--- src/rtl/seven_seg_pkg.sv ---
// seven_seg_pkg
// Shared constants and helpers for the seven-segment display path.
//   SEG_OFF    : active-low segment pattern with every segment dark
//   HEX_FONT   : active-low {g,f,e,d,c,b,a} glyphs for hex digits 0..F
//   hex_to_seg : nibble -> active-low segment pattern
package seven_seg_pkg;

  localparam logic [6:0] SEG_OFF = 7'h7F;

  localparam logic [6:0] HEX_FONT [16] = '{
    7'h40, 7'h79, 7'h24, 7'h30, 7'h19, 7'h12, 7'h02, 7'h78,
    7'h00, 7'h10, 7'h08, 7'h03, 7'h46, 7'h21, 7'h06, 7'h0E
  };

  function automatic logic [6:0] hex_to_seg(input logic [3:0] nibble);
    return HEX_FONT[nibble];
  endfunction

endpackage

--- src/rtl/seven_seg_display_ctrl_if.sv ---
// seven_seg_display_ctrl_if
// Bundles the data/control inputs and the display outputs of the controller.
//   digits/dp_in/blank_in/load : buffered display data and its capture strobe
//   lz_en/brightness           : live display modifiers
//   an/seg/dp                  : active-low display drive
//   frame_done/pending         : scan and buffer status
// master = data source (feeds the controller), slave = the controller.
interface seven_seg_display_ctrl_if #(
  parameter int NUM_DIGITS  = 4,
  parameter int BRIGHT_BITS = 2
);

  logic [4*NUM_DIGITS-1:0] digits;
  logic [NUM_DIGITS-1:0]   dp_in;
  logic [NUM_DIGITS-1:0]   blank_in;
  logic                    load;
  logic                    lz_en;
  logic [BRIGHT_BITS-1:0]  brightness;
  logic [NUM_DIGITS-1:0]   an;
  logic [6:0]              seg;
  logic                    dp;
  logic                    frame_done;
  logic                    pending;

  modport master (
    output digits, dp_in, blank_in, load, lz_en, brightness,
    input  an, seg, dp, frame_done, pending
  );

  modport slave (
    input  digits, dp_in, blank_in, load, lz_en, brightness,
    output an, seg, dp, frame_done, pending
  );

endinterface

--- src/rtl/seven_seg_hex_font.sv ---
// seven_seg_hex_font
// Combinational hex-to-seven-segment decoder.
//   nibble : hex value 0..F
//   seg    : active-low {g,f,e,d,c,b,a}
module seven_seg_hex_font
  import seven_seg_pkg::*;
(
  input  logic [3:0] nibble,
  output logic [6:0] seg
);

  assign seg = hex_to_seg(nibble);

endmodule

--- src/rtl/seven_seg_display_ctrl.sv ---
// seven_seg_display_ctrl
// Multi-digit seven-segment scanner with its own refresh prescaler,
// frame-synchronous double-buffered display data, decimal points,
// blanking, leading-zero suppression and PWM brightness.
//   clock : system clock
//   reset : asynchronous active-low reset
//   bus   : slave side of seven_seg_display_ctrl_if (data in, display out)
module seven_seg_display_ctrl
  import seven_seg_pkg::*;
#(
  parameter int NUM_DIGITS  = 4,
  parameter int DIVIDE_BY   = 17,
  parameter int BRIGHT_BITS = 2
) (
  input  logic                     clock,
  input  logic                     reset,
  seven_seg_display_ctrl_if.slave  bus
);

  localparam int IDX_W = (NUM_DIGITS > 1) ? $clog2(NUM_DIGITS) : 1;
  localparam logic [IDX_W-1:0] LAST_IDX = IDX_W'(NUM_DIGITS - 1);

  logic [DIVIDE_BY-1:0]    cnt_r;
  logic [IDX_W-1:0]        idx_r;
  logic [4*NUM_DIGITS-1:0] act_digits_r;
  logic [NUM_DIGITS-1:0]   act_dp_r;
  logic [NUM_DIGITS-1:0]   act_blank_r;
  logic [4*NUM_DIGITS-1:0] pend_digits_r;
  logic [NUM_DIGITS-1:0]   pend_dp_r;
  logic [NUM_DIGITS-1:0]   pend_blank_r;
  logic                    pending_r;
  logic [NUM_DIGITS-1:0]   an_r;
  logic [6:0]              seg_r;
  logic                    dp_r;
  logic                    frame_done_r;

  logic                    tick_s;
  logic                    wrap_s;
  logic [3:0]              sel_nibble_s;
  logic                    sel_dp_s;
  logic                    sel_blank_s;
  logic [NUM_DIGITS-1:0]   zero_above_s;
  logic                    suppressed_s;
  logic                    pwm_on_s;
  logic                    lit_s;
  logic [NUM_DIGITS-1:0]   an_next_s;
  logic [6:0]              font_seg_s;

  assign tick_s = &cnt_r;
  assign wrap_s = tick_s && (idx_r == LAST_IDX);

  // Select the scanned digit's data and decide whether it is lit this clock.
  always_comb begin
    logic zero_run;
    zero_run     = 1'b1;
    zero_above_s = '0;
    // zero_above_s[i]: nibbles i..NUM_DIGITS-1 are all zero
    for (int i = NUM_DIGITS - 1; i >= 0; i--) begin
      zero_run        = zero_run && (act_digits_r[4*i +: 4] == 4'h0);
      zero_above_s[i] = zero_run;
    end
    sel_nibble_s = act_digits_r[4*idx_r +: 4];
    sel_dp_s     = act_dp_r[idx_r];
    sel_blank_s  = act_blank_r[idx_r];
    // Rightmost digit always shows so zero still reads as "0"
    suppressed_s = bus.lz_en && (idx_r != '0) && zero_above_s[idx_r];
    // Top prescaler bits act as the PWM ramp; a full-scale level is always on
    pwm_on_s     = (cnt_r[DIVIDE_BY-1 -: BRIGHT_BITS] <= bus.brightness);
    lit_s        = !sel_blank_s && !suppressed_s && pwm_on_s;
    for (int i = 0; i < NUM_DIGITS; i++) begin
      an_next_s[i] = !(lit_s && (idx_r == IDX_W'(i)));
    end
  end

  seven_seg_hex_font u_font (
    .nibble (sel_nibble_s),
    .seg    (font_seg_s)
  );

  // Refresh prescaler and digit scan index.
  always_ff @(posedge clock or negedge reset) begin
    if (!reset) begin
      cnt_r <= '0;
      idx_r <= '0;
    end else begin
      cnt_r <= cnt_r + DIVIDE_BY'(1);
      if (wrap_s) begin
        idx_r <= '0;
      end else if (tick_s) begin
        idx_r <= idx_r + IDX_W'(1);
      end else begin
        idx_r <= idx_r;
      end
    end
  end

  // Double buffer: loads park in the pending set and commit at the frame wrap.
  always_ff @(posedge clock or negedge reset) begin
    if (!reset) begin
      act_digits_r  <= '0;
      act_dp_r      <= '0;
      act_blank_r   <= '0;
      pend_digits_r <= '0;
      pend_dp_r     <= '0;
      pend_blank_r  <= '0;
      pending_r     <= 1'b0;
    end else if (bus.load && wrap_s) begin
      // Newest data wins outright; anything still parked is dropped
      act_digits_r <= bus.digits;
      act_dp_r     <= bus.dp_in;
      act_blank_r  <= bus.blank_in;
      pending_r    <= 1'b0;
    end else if (wrap_s && pending_r) begin
      act_digits_r <= pend_digits_r;
      act_dp_r     <= pend_dp_r;
      act_blank_r  <= pend_blank_r;
      pending_r    <= 1'b0;
    end else if (bus.load) begin
      pend_digits_r <= bus.digits;
      pend_dp_r     <= bus.dp_in;
      pend_blank_r  <= bus.blank_in;
      pending_r     <= 1'b1;
    end else begin
      pending_r <= pending_r;
    end
  end

  // Registered display drive and frame strobe.
  always_ff @(posedge clock or negedge reset) begin
    if (!reset) begin
      an_r         <= '1;
      seg_r        <= SEG_OFF;
      dp_r         <= 1'b1;
      frame_done_r <= 1'b0;
    end else begin
      an_r         <= an_next_s;
      seg_r        <= lit_s ? font_seg_s : SEG_OFF;
      dp_r         <= lit_s ? !sel_dp_s : 1'b1;
      frame_done_r <= wrap_s;
    end
  end

  assign bus.an         = an_r;
  assign bus.seg        = seg_r;
  assign bus.dp         = dp_r;
  assign bus.frame_done = frame_done_r;
  assign bus.pending    = pending_r;

endmodule

--- src/flat_wrapper.sv ---
// flat-port wrapper written by rule: the top's interface ports become plain ports
module seven_seg_display_ctrl_flat import seven_seg_pkg::*;
#(
  parameter int NUM_DIGITS  = 4,
  parameter int DIVIDE_BY   = 17,
  parameter int BRIGHT_BITS = 2
)
  (clock, reset, bus_digits, bus_dp_in, bus_blank_in, bus_load, bus_lz_en, bus_brightness, bus_an, bus_seg, bus_dp, bus_frame_done, bus_pending);
  seven_seg_display_ctrl_if #(.NUM_DIGITS(NUM_DIGITS), .BRIGHT_BITS(BRIGHT_BITS)) bus_i ();
  input  logic clock;
  input  logic reset;
  input wire logic [$bits(bus_i.digits)-1:0] bus_digits;
  input wire logic [$bits(bus_i.dp_in)-1:0] bus_dp_in;
  input wire logic [$bits(bus_i.blank_in)-1:0] bus_blank_in;
  input wire logic [$bits(bus_i.load)-1:0] bus_load;
  input wire logic [$bits(bus_i.lz_en)-1:0] bus_lz_en;
  input wire logic [$bits(bus_i.brightness)-1:0] bus_brightness;
  output wire logic [$bits(bus_i.an)-1:0] bus_an;
  output wire logic [$bits(bus_i.seg)-1:0] bus_seg;
  output wire logic [$bits(bus_i.dp)-1:0] bus_dp;
  output wire logic [$bits(bus_i.frame_done)-1:0] bus_frame_done;
  output wire logic [$bits(bus_i.pending)-1:0] bus_pending;
  assign bus_i.digits = bus_digits;
  assign bus_i.dp_in = bus_dp_in;
  assign bus_i.blank_in = bus_blank_in;
  assign bus_i.load = bus_load;
  assign bus_i.lz_en = bus_lz_en;
  assign bus_i.brightness = bus_brightness;
  assign bus_an = bus_i.an;
  assign bus_seg = bus_i.seg;
  assign bus_dp = bus_i.dp;
  assign bus_frame_done = bus_i.frame_done;
  assign bus_pending = bus_i.pending;
  seven_seg_display_ctrl #(.NUM_DIGITS(NUM_DIGITS), .DIVIDE_BY(DIVIDE_BY), .BRIGHT_BITS(BRIGHT_BITS)) u_core (.clock(clock), .reset(reset), .bus(bus_i));
endmodule
--- config.mk ---
export PLATFORM = sky130hd
export DESIGN_NAME = seven_seg_display_ctrl_flat
export DESIGN_NICKNAME = d
export VERILOG_FILES = /design/src/rtl/seven_seg_pkg.sv /design/src/rtl/seven_seg_display_ctrl_if.sv /design/src/rtl/seven_seg_hex_font.sv /design/src/rtl/seven_seg_display_ctrl.sv /design/src/flat_wrapper.sv
export SDC_FILE = /design/constraint.sdc
export NUM_CORES = 1
export LEC_CHECK = 0
export ABC_AREA = 1
export CAP_MARGIN = 10
export CORE_MARGIN = 2
export CORE_UTILIZATION = 51
export CTS_CLUSTER_DIAMETER = 50
export CTS_CLUSTER_SIZE = 24
export DETAILED_ROUTE_END_ITERATION = 6
export PLACE_DENSITY = 0.86
export SETUP_SLACK_MARGIN = 0.15
export SKIP_CTS_REPAIR_TIMING = 1
export SYNTH_ARGS = -nofsm -noshare
export SYNTH_HDL_FRONTEND = slang
export SYNTH_SLANG_ARGS = --single-unit
--- constraint.sdc ---
create_clock -name clock -period 2.04 [get_ports clock]
set_input_delay 0.408 -clock clock [delete_from_list [all_inputs] [get_ports clock]]
set_output_delay 0.408 -clock clock [all_outputs]
set_load 0.05 [all_outputs]
== Yosys cells after proc, flatten, opt, wreduce, memory -nomap -nowiden ==
Memories as Yosys holds them, arrays and structs flattened.
Index checks and enable logic that the tools add are counted.
Storage, ports and cells
  flip-flop bits (word level): 81
  latch bits: 0
  memory bits (writable): 0
  bits in read-only memories: 112
  bits of input ports: 30
  output and inout port bits: 14
  logic and storage cells: 79
  memories: 1
Memories
  (name not given): words 16, width 7, read ports 1, clocked after Yosys merged registers in 0, wr ports 0, RTL line seven_seg_pkg.sv:16  | return HEX_FONT[nibble];
Cells by class
  add/sub/neg operators: 2
  multipliers: 0
  divide/modulo/power cells: 0
  magnitude comparators: 3
  eq/ne operators: 3
  shift-type cells: 1
  muxes and demuxes: 21
  bitwise gates (word level): 3
  reduce and logical (&&, ||, !) cells: 32
Operators with widths (number)
  $mux 16: 2
  $mux 7: 3
  $add 17x1->17 const B: 1
  $reduce_and 17->1: 1
  $logic_not 4->1: 4
  $mux 4: 4
  $shiftx 16x5->4: 1
  $logic_and 1x1->1: 14
  $logic_not 1->1: 7
  $mux 1: 7
  $bmux 1 s2: 3
  $reduce_bool 2->1: 3
  $ge 5x5->1 const B: 1
  $not 4->5: 1
  $eq 2x2->1 const B: 2
  $mux 2: 2
  $lt 2x3->1 const B: 1
  $reduce_and 3->1: 1
  $reduce_bool 3->1: 1
  $add 2x1->2 const B: 1
  $eq 2x1->1 const B: 1
  $le 2x2->1: 1
  $logic_not 2->1: 1
  $not 1->1: 2

== Depth between registers and ports, before layout ==
Gate-level depths: netlist of run 1.
  depth in word-level cells: 12
  gate-level depth with buffers: 13
  depth with buffers taken out: 12

== Hierarchy ==
A second synthesis of run 1 with hierarchy kept.
Unflattened totals
  cell total of the unflattened synthesis: 506
  area, all modules: 4107.7 um^2
Modules (own cells, without submodules)
  seven_seg_display_ctrl: times used 1, cells each 457, area each 3833.7 um^2, seq. area each 2042.0 um^2
  seven_seg_hex_font: times used 1, cells each 49, area each 274.0 um^2, seq. area each 0.0 um^2

== Worst setup path after synthesis of run 1 ==
OpenSTA, ideal clock, no wires.
  path kind: register to register
  start: register u_core.cnt_r[0]
  end: register u_core.act_blank_r[3]
  library setup time: 125 ps
  arrival: 2122 ps
  data required time: 1915 ps
  slack: -207 ps
  cell stages (with the launch flop): 10
  path buffers: 0
  period minus slack after synthesis: 2247 ps
  cells stage by stage: dfrtp_1 ha_1 nand2_1 nor3b_2 nand2_2 nor4_1 ha_1 nand2_1 a21oi_4 mux2_2
Between the ends
  word-level cells in the longest chain between the ends: 4
  elaborated cells on any way between the ends: 6
  those cells by class: mux: 1; reduce/logical: 5
RTL lines
  start: declaration: RTL line seven_seg_display_ctrl.sv:23  | logic [DIVIDE_BY-1:0] cnt_r;
  start signal: assignment: RTL line seven_seg_display_ctrl.sv:86  | cnt_r <= cnt_r + DIVIDE_BY'(1);
  $reduce_and 17->1 *: RTL line seven_seg_display_ctrl.sv:49  | assign tick_s = &cnt_r;
  $logic_and 1x1->1 *: RTL line seven_seg_display_ctrl.sv:50  | assign wrap_s = tick_s && (idx_r == LAST_IDX);
  $logic_and 1x1->1 (on tied branches): RTL line seven_seg_display_ctrl.sv:107, seven_seg_display_ctrl.sv:113
  $mux 4 / $reduce_bool 2->1 (equally long branches)
  end signal: assignment: RTL line seven_seg_display_ctrl.sv:111  | act_blank_r <= bus.blank_in;
  end signal: assignment: RTL line seven_seg_display_ctrl.sv:116  | act_blank_r <= pend_blank_r;
  end: declaration: RTL line seven_seg_display_ctrl.sv:27  | logic [NUM_DIGITS-1:0] act_blank_r;
Mark *: on every way between the ends. The rest lies on a longest branch, timed or not.
A chain may end at the register's enable or synchronous reset.

== Worst setup path in the final report of run 1 ==
  start: register u_core.cnt_r[0]
  end: register u_core.act_blank_r[0]
The elaborated chain is that of the path after synthesis.

==> flow_summary_export.csv, run 1 <==
group,metric,value,unit
die,core,7690,µm²
yosys,synth_cell_types,31,
place,postPlaceCellArea,4640,µm²
routing,dr.first_iter.drc_count,240,
critical_path,worstSetupEndpointType,"register",
die,rows,32,
routing,avgRoutedWirePerCell,15.4,µm
layout,nets,573,
die,start_util,52.3,%
worst_hold_path,hp-class,"primary input to asynchronous set/reset pin",
critical_path,critical_path.top_delay_family,"simple AND/OR/NAND/NOR gates",
critical_path,crit_chain,"ha_2 > nand2_2 > nor3b_4 > nand2_2 > nor4_4 > ha_2 > nand2_4 > a21oi_4 > buf_4 > buf_12 > o211ai_1 > o21ai_1",
layout,final_common_cell,"nand2_1",
critical_path,r2r_start,"u_core.cnt_r[0]",
yosys,synthTopCellsByArea,"dfrtp_1, nand2_1, dfstp_2",
outcome,run_status,"finished, violations left",
layout,layout_common_cells,"nand2_1, dfrtp_1, inv_1",
routing,via_count,3377,
yosys,synth_top_area_share,43.0,%
timing,max_slew_margin,66.3,%
timing,fmax,449,MHz
yosys,synth_area,4020,µm²
grt,grt_max_degree,49,
layout,antenna_cells,0,
grt,grt_pass1_wl,13.8,mm
die,chipWidth,92.8,µm
grt,grt_util_met1,26.7,%
cts,cts_buffers,9,
routing,drt-total-wl,9.83,mm
power_and_ir_drop,p_per_area,646,nW/µm²
cts,h-tree-depth,3,
critical_path,cp_slowest_stage_delay,0.36,ns
timing,hold_violations,5,
layout,final_area,5070,µm²
grt,grt_most_used_layer,"met2",
critical_path,crit_type,"register to register",
routing,detail-route-antenna-nets,0,
layout,layout-drive-gt1-share,18.9,%
yosys,syn_nets,505,
critical_path,cp_data_arrival_time,2.49,ns
grt,grt_overflow,0,
yosys,synth-seq-cells,81,
cts,clock_sinks,81,
place,dp_hpwl,5.84,mm
cts,cts_buffer_depth,2,
routing,drc_errors,0,
cts,cts_tree,"done",
grt,grt_pass1_vias,3125,
timing,setup_viol,48,
yosys,synth.avg_cell_area,8.71,µm²
place,gp_congestion,0.850,
timing,setup_ws,-0.187,ns
power_and_ir_drop,vdd_drop_max,0.448,mV
die,die-height,92.8,µm
place,port_buffers,43,
grt,antenna_found_initial,0,
critical_path,cp-start-kind,"register",
routing,post_drt_via_cell_ratio,5.31,
yosys,syn_inst,461,
critical_path,reg2reg_to,"u_core.act_blank_r[0]",
die,dieArea,8600,µm²
cts,cts_root_buf,"clkbuf_8",
grt,gr-usage-met3,5.13,%
flow_run,cap_violations,0,
timing,period_share,109,%
critical_path,slowest_stage,"dfrtp_1",
critical_path,crit_buf_inv,2,
critical_path,reg2regPathDepth,12,
critical_path,cp_data_required_time,2.30,ns
routing,dr.pass1.iters,4,
timing,tightest_slew,0.504,ns
yosys,ys_seq_area_share,50.8,%
cts,clk-insertion-delay-late,0.36,ns
timing,skew,0.0125,ns
critical_path,r2r_slack,-0.19,ns
critical_path,path_max_fanout,18,
layout,area_growth,26.2,%
die,io_pins,44,
yosys,synth_largest_area_cell,"dfrtp_1",
timing,whs,-0.00647,ns
timing,fin_crit,2.23,ns
grt,grt_usage,20.2,%
timing,rsz0062_at_grt,"yes",
outcome,violations,"hold timing, setup timing",
yosys,yosys_warnings,0,
grt,grt_use_met2,31.6,%
timing,finalMaxSlewViolations,0,
power_and_ir_drop,p_leak,0.00253,µW
cts,clkTransAtPathRegs,0.08,ns
==> sequential cells by signal (all words and copies together), names as in the netlist <==
signal and flops:
u_core.act_blank_r 4, u_core.act_digits_r 16, u_core.act_dp_r 4, u_core.bus.an 4, u_core.bus.dp 1, u_core.bus.frame_done 1
u_core.bus.pending 1, u_core.bus.seg 7, u_core.cnt_r 17, u_core.idx_r 2, u_core.pend_blank_r 4, u_core.pend_digits_r 16
u_core.pend_dp_r 4
==> cells by family (layout without fill, tap and decap cells) <==
group	count (synthesis)	in the layout	share of synthesized area, %
mux	3	3	0.841
compound gates	82	82	12.2
fa+ha+maj	14	14	4.36
xor+xnor	14	14	3.05
buf+inv	82	155	8.91
flops	81	81	50.8
simple gates	185	185	19.8
==> report_power, final <==
group	switching [µW]	internal, µW	leakage [µW]
registers	33.8	1680	0.000928
logic	240	159	0.00150
clock network	559	597	0.0000974
total	833	2440	0.00253
==> through the flow <==
stage | utilization [%] | total power, µW | std cells | worst slack [ns] | setup TNS (ns)
2_1_floorplan | - | 1950 | 461 | -0.0755 | -0.682
4_1_cts | 62.9 | 3240 | 624 | -0.182 | -2.69
3_3_place_gp | 60.4 | 2090 | 608 | -0.0508 | -0.531
5_1_grt | 65.9 | 3390 | 636 | -0.348 | -10.62
6_report | 65.9 | 3270 | 636 | -0.187 | -4.24
3_5_place_dp | 60.4 | 2110 | 608 | -0.160 | -2.24
==> worst reg2reg max path: stages, from the launching register on <==
cell	delay, ns
dfrtp_1	0.36
ha_2	0.19
nand2_2	0.08
nor3b_4	0.22
nand2_2	0.10
nor4_4	0.14
ha_2	0.26
nand2_4	0.09
a21oi_4	0.16
buf_4	0.15
buf_12	0.14
o211ai_1	0.11
o21ai_1	0.15
==> how the worst max path moves through the flow <==
| stage | to | slack, ns | depth (start not counted) | from |
|---|---|---|---|---|
| after floorplan | u_core.act_blank_r[3] | -0.08 | 9 | u_core.cnt_r[0] |
| after global placement | u_core.act_blank_r[1] | -0.05 | 11 | u_core.cnt_r[0] |
| after detailed placement | u_core.act_blank_r[0] | -0.16 | 11 | u_core.cnt_r[0] |
| after CTS | u_core.act_blank_r[0] | -0.18 | 11 | u_core.cnt_r[0] |
| after global routing | u_core.act_blank_r[0] | -0.35 | 12 | u_core.cnt_r[0] |
| final | u_core.act_blank_r[0] | -0.19 | 12 | u_core.cnt_r[0] |
==> metal layers <==
metal / wire length (µm) / up-vias / part of all wire [%]
met1: 4010 / 1605 / 41
met4: 388 / 0 / 3.9
met2: 4840 / 132 / 49
li1: - / 1599 / -
met3: 590 / 41 / 6.0
met5: 0 / - / 0
==> cell usage after synthesis <==
master / number
nor3b_2: 1
ha_1: 14
nand3_1: 29
xnor2_1: 5
o21ai_4: 1
o21ai_1: 11
buf_6: 3
o211ai_1: 21
nor4_1: 1
nor3_1: 1
nand2_2: 4
mux2_2: 3
a21oi_2: 1
inv_4: 1
buf_4: 5
inv_2: 3
a21oi_1: 26
buf_2: 5
dfstp_2: 12
nor2_1: 41
nand2_4: 2
nand3_2: 3
nand2_1: 101
o21ai_0: 21
nand4_1: 1
xor2_1: 9
a21oi_4: 1
nor2_4: 1
inv_1: 61
dfrtp_1: 69
clkbuf_1: 4
==> layout make-up <==
class                   count  area, µm²
clock buffers              13        149
clock inverters             3       40.0
fillers                   582       2620
inverters                  65        246
multi-input cells         298       1690
flip-flops and latches     81       2040
well taps                 102        128
repair buffers             74        778
Note: power is estimated with default switching activity, not from simulation.
==> run 2, diff against run 1 <==
--- a/config.mk
+++ b/config.mk
@@ -18,3 +18,4 @@
 export SYNTH_ARGS = -nofsm -noshare
 export SYNTH_HDL_FRONTEND = slang
 export SYNTH_SLANG_ARGS = --single-unit
+export TNS_END_PERCENT = 5
==> flow_summary_export.csv, run 2 (synthesis gave the netlist of run 1 again) <==
group,metric,value,unit
power_and_ir_drop,total_power,3250,µW
layout,final_util,65.5,%
critical_path,reg2regPathDepth,11,
grt,grt_pass1_vias,3096,
die,io_pins,44,
critical_path,reg2reg_to,"u_core.act_blank_r[3]",
routing,via_count,3246,
layout,nets,570,
critical_path,path_max_fanout,6,
cts,cts_root_buf,"clkbuf_8",
die,dieArea,8600,µm²
cts,clock_sinks,81,
cts,cts_buffers,9,
layout,stdcell_count,633,
routing,drc_errors,0,
die,chipWidth,92.8,µm
die,core,7690,µm²
timing,finalSetupTns,-2.09,ns
outcome,run_status,"finished, violations left",
timing,max_slew_margin,59.0,%
power_and_ir_drop,vdd_drop_max,0.516,mV
power_and_ir_drop,p_per_area,647,nW/µm²
grt,grt_usage,20.5,%
timing,whs,0.0686,ns
layout,layout-drive-gt1-share,18.5,%
die,die-height,92.8,µm
layout,largest_register_ffs,17,
routing,dr.pass1.iters,5,
grt,grt_pass1_wl,13.9,mm
grt,grt_max_degree,51,
cts,clkTransAtPathRegs,0.08,ns
timing,tightest_slew,0.615,ns
layout,top_register,"u_core.cnt_r",
outcome,violations,"setup timing",
layout,multi_input_area,1690,µm²
die,rows,32,
die,start_util,52.3,%
power_and_ir_drop,p_leak,0.00250,µW
routing,dr.first_iter.drc_count,278,
critical_path,r2r_start,"u_core.cnt_r[0]",
place,port_buffers,43,
cts,cts_buffer_depth,2,
critical_path,cp_data_required_time,2.28,ns
critical_path,cp-start-kind,"register",
routing,avgRoutedWirePerCell,14.1,µm
timing,skew,0.00783,ns
grt,grt_overflow,0,
flow_run,cap_violations,0,
cts,clk-insertion-delay-late,0.35,ns
grt,antenna_found_initial,0,
layout,reg.largest.list,"u_core.cnt_r: 17 flops, u_core.act_digits_r: 16 flops, u_core.pend_digits_r: 16 flops",
routing,drt-total-wl,8.90,mm
place,gp_congestion,0.900,
routing,post_drt_via_cell_ratio,5.13,
place,place_inst,609,
timing,hold_violations,0,
timing,fin_crit,2.23,ns
place,dp_hpwl,6.02,mm
layout,final_common_cell,"nand2_1",
timing,rsz0062_at_grt,"yes",
worst_hold_path,hp-class,"primary input to asynchronous set/reset pin",
timing,setup_ws,-0.194,ns
layout,area_growth,25.3,%
critical_path,cp_data_arrival_time,2.48,ns
timing,setup_viol,24,
routing,detail-route-antenna-nets,0,
cts,cts_tree,"done",
layout,seqCellArea,2040,µm²
timing,fmax,448,MHz
layout,antenna_cells,0,
critical_path,crit_type,"register to register",
layout,n_fill_cell,571,
timing,period_share,110,%
critical_path,worstSetupEndpointType,"register",
layout,layout_common_cells,"nand2_1, dfrtp_1, inv_1",
cts,h-tree-depth,3,
timing,finalMaxSlewViolations,0,
critical_path,r2r_slack,-0.19,ns
[run 2: cell count changes in the layout (fill, tap and decap cells not counted), moves of 2 or more]
cell	previous run	this run
a21oi_2	3	1
clkinvlp_4	0	4
nor2_1	39	41
clkinv_2	2	0
buf_6	4	2
o21ai_0	11	9
a21oi_1	24	26
nor2_2	2	0
clkbuf_1	3	1
[run 2: through the flow]
step	instance area [µm²]	worst slack [ns]
final	5030	-0.194
after global routing	5030	-0.312
after CTS	4850	-0.208
after detailed placement	4650	-0.173
after global placement	4650	-0.0453
after floorplan	4050	-0.0755
[run 2: how the worst max path moves through the flow]
stage | endpoint | start | depth (start not counted)
3_3_place_gp | u_core.act_digits_r[11] | u_core.cnt_r[0] | 11
5_1_grt | u_core.act_blank_r[3] | u_core.cnt_r[0] | 11
6_report | u_core.act_blank_r[3] | u_core.cnt_r[0] | 11
3_5_place_dp | u_core.act_digits_r[9] | u_core.cnt_r[0] | 11
2_1_floorplan | u_core.act_blank_r[3] | u_core.cnt_r[0] | 9
4_1_cts | u_core.act_digits_r[9] | u_core.cnt_r[0] | 11
[run 2: where the power goes]
group / internal [µW] / total (µW) / switching, µW
logic: 146 / 373 / 227
registers: 1680 / 1720 / 32.2
clock network: 567 / 1160 / 597
total: 2400 / 3250 / 856
[run 2: critical path, stage by stage (launching register included)]
cell,delay (ns)
dfrtp_1,0.40
ha_4,0.16
nand2_4,0.06
nor3b_4,0.21
nand2_2,0.10
nor4_4,0.13
ha_2,0.25
nand2_4,0.08
a21oi_4,0.19
buf_12,0.16
buf_6,0.09
mux2_4,0.28
[run 2: final cells by class]
type	instances	area share (%)
multi-input combinational	298	33.5
clock buffer	10	2.54
tap	102	2.54
clock inverter	6	1.37
inverter	65	4.90
timing repair buffer	71	14.5
sequential	81	40.6
[run 2: metal layers]
metal / share of wire, % / track usage [%]
met1: 44 / 26.8
met2: 50 / 33.9
met3: 4.5 / 4.72
met4: 1.8 / 6.99
met5: 0 / 0
==> run 3, diff against run 2 <==
--- a/config.mk
+++ b/config.mk
@@ -13,6 +13,7 @@
 export CTS_CLUSTER_SIZE = 24
 export DETAILED_ROUTE_END_ITERATION = 6
 export PLACE_DENSITY = 0.86
+export RECOVER_POWER = 50
 export SETUP_SLACK_MARGIN = 0.15
 export SKIP_CTS_REPAIR_TIMING = 1
 export SYNTH_ARGS = -nofsm -noshare
==> flow_summary_export.csv, run 3 (synthesis gave the netlist of run 1 again) <==
group,metric,value,unit
outcome,run_status,"finished, violations left",
outcome,violations,"setup timing",
place,dp_hpwl,6.02,mm
routing,drt-total-wl,8.88,mm
place,place_inst,609,
layout,stdcell_count,633,
grt,grt_pass1_vias,3096,
critical_path,worstSetupEndpointType,"register",
routing,post_drt_via_cell_ratio,5.13,
layout,final_common_cell,"nand2_1",
critical_path,cp_slowest_stage_delay,0.40,ns
routing,dr.pass1.iters,4,
power_and_ir_drop,p_per_area,648,nW/µm²
layout,final_util,65.2,%
layout,antenna_cells,0,
layout,n_fill_cell,572,
timing,skew,0.00769,ns
power_and_ir_drop,power.switching,854,µW
critical_path,crit_type,"register to register",
place,port_buffers,43,
timing,whs,0.284,ns
power_and_ir_drop,p_clk_share,35.8,%
layout,nets,570,
routing,detail-route-antenna-nets,0,
cts,cts_buffers,9,
timing,max_slew_margin,20.9,%
grt,grt_overflow,0,
cts,cts_root_buf,"clkbuf_8",
routing,avgRoutedWirePerCell,14.0,µm
place,gp_congestion,0.900,
critical_path,slowest_stage,"dfrtp_1",
power_and_ir_drop,seqPwrFrac,52.8,%
grt,grt_pass1_wl,13.9,mm
cts,cts_buffer_depth,2,
layout,largest_register_ffs,17,
power_and_ir_drop,p_int,2390,µW
cts,clock_sinks,81,
flow_run,cap_violations,0,
timing,rsz0062_at_grt,"yes",
critical_path,crit_chain,"ha_4 > nand2_4 > nor3b_4 > nand2_2 > nor4_4 > ha_2 > nand2_4 > a21oi_4 > buf_12 > buf_6 > mux2_4",
timing,setup_ws,-0.198,ns
layout,layout_common_cells,"nand2_1, dfrtp_1, inv_1",
critical_path,cp-start-kind,"register",
power_and_ir_drop,power_frac_comb,11.4,%
die,dieArea,8600,µm²
critical_path,cp_data_required_time,2.28,ns
timing,fmax,447,MHz
timing,tightest_slew,1.19,ns
die,chipWidth,92.8,µm
place,postPlaceCellArea,4650,µm²
layout,top_register,"u_core.cnt_r",
place,post-place-ws,-0.173,ns
critical_path,cp_data_arrival_time,2.48,ns
timing,setup_viol,24,
cts,h-tree-depth,3,
grt,grt_usage,20.5,%
timing,fin_crit,2.24,ns
timing,hold_violations,0,
die,die-height,92.8,µm
cts,cts_tree,"done",
grt,antenna_found_initial,0,
die,core,7690,µm²
routing,dr.first_iter.drc_count,271,
layout,final_area,5010,µm²
die,io_pins,44,
layout,area_growth,24.8,%
power_and_ir_drop,switching_share,26.3,%
power_and_ir_drop,p_leak,0.00250,µW
die,rows,32,
layout,seqCellArea,2040,µm²
power_and_ir_drop,vdd_drop_max,0.515,mV
timing,period_share,110,%
critical_path,path_max_fanout,6,
die,start_util,52.3,%
layout,multi_input_area,1690,µm²
grt,grt_max_degree,51,
worst_hold_path,hp-class,"primary input to asynchronous set/reset pin",
routing,via_count,3247,
cts,clkTransAtPathRegs,0.08,ns
cts,clk-insertion-delay-late,0.35,ns
timing,finalMaxSlewViolations,0,
critical_path,cp_common_cell,"nand2_4",
layout,reg.largest.list,"u_core.cnt_r: 17 flops, u_core.act_digits_r: 16 flops, u_core.pend_digits_r: 16 flops",
routing,drc_errors,0,
layout,layout-drive-gt1-share,18.5,%
-- run 3: layer usage --
| layer | track usage, % | wire length [µm] | up-vias |
|---|---|---|---|
| met1 | 26.8 | 3870 | 1548 |
| met4 | 6.99 | 189 | 0 |
| met5 | 0 | 0 | - |
| li1 | - | - | 1600 |
| met3 | 4.72 | 424 | 19 |
| met2 | 33.9 | 4400 | 80 |
-- run 3: final cells by class --
cell class	count	area share, %
Sequential cell	81	40.7
Clock buffer	10	2.54
Multi-Input combinational cell	298	33.7
Inverter	65	4.92
Tap cell	102	2.54
Clock inverter	6	1.37
Timing Repair Buffer	71	14.2
-- run 3: worst paths after layout --
| path | start | end | slack (ns) | cells past startpoint |
|---|---|---|---|---|
| worst max-delay path | u_core.cnt_r[0] | u_core.act_blank_r[3] | -0.20 | 11 |
| worst min-delay path | reset | u_core.pend_dp_r[3] | 0.28 | 1 |
| worst max register to register | u_core.cnt_r[0] | u_core.act_blank_r[3] | -0.20 | 11 |
| worst min register to register | u_core.cnt_r[14] | u_core.cnt_r[14] | 0.48 | 1 |
| max in group asynchronous | reset | u_core.cnt_r[15] | 0.33 | 2 |
| min in group clock | u_core.cnt_r[14] | u_core.cnt_r[14] | 0.48 | 1 |
-- run 3: power groups by stage --
stage               Sequential [µW]  Clock [µW]  Combinational (µW)
detailed placement             1740           0                 369
global placement               1740           0                 353
CTS                            1710        1180                 371
floorplan                      1770           0                 171
finish                         1720        1160                 369
global route                   1720        1250                 410
-- run 3: through the flow --
stage | total power (µW) | TNS [ns]
after floorplan | 1940 | -1.45
after CTS | 3270 | -4.00
after detailed placement | 2110 | -3.06
after global routing | 3380 | -8.76
after global placement | 2100 | -0.589
final | 3250 | -2.20
-- run 3: critical path, delay by kind of cell, from the launching register on --
kind / cells / cell delay, ns
and+or+nand+nor: 5 / 0.58
adders and majority gates: 2 / 0.41
DFF: 1 / 0.40
muxes: 1 / 0.28
buffers and inverters: 2 / 0.25
AOI/OAI and AO/OA: 1 / 0.19
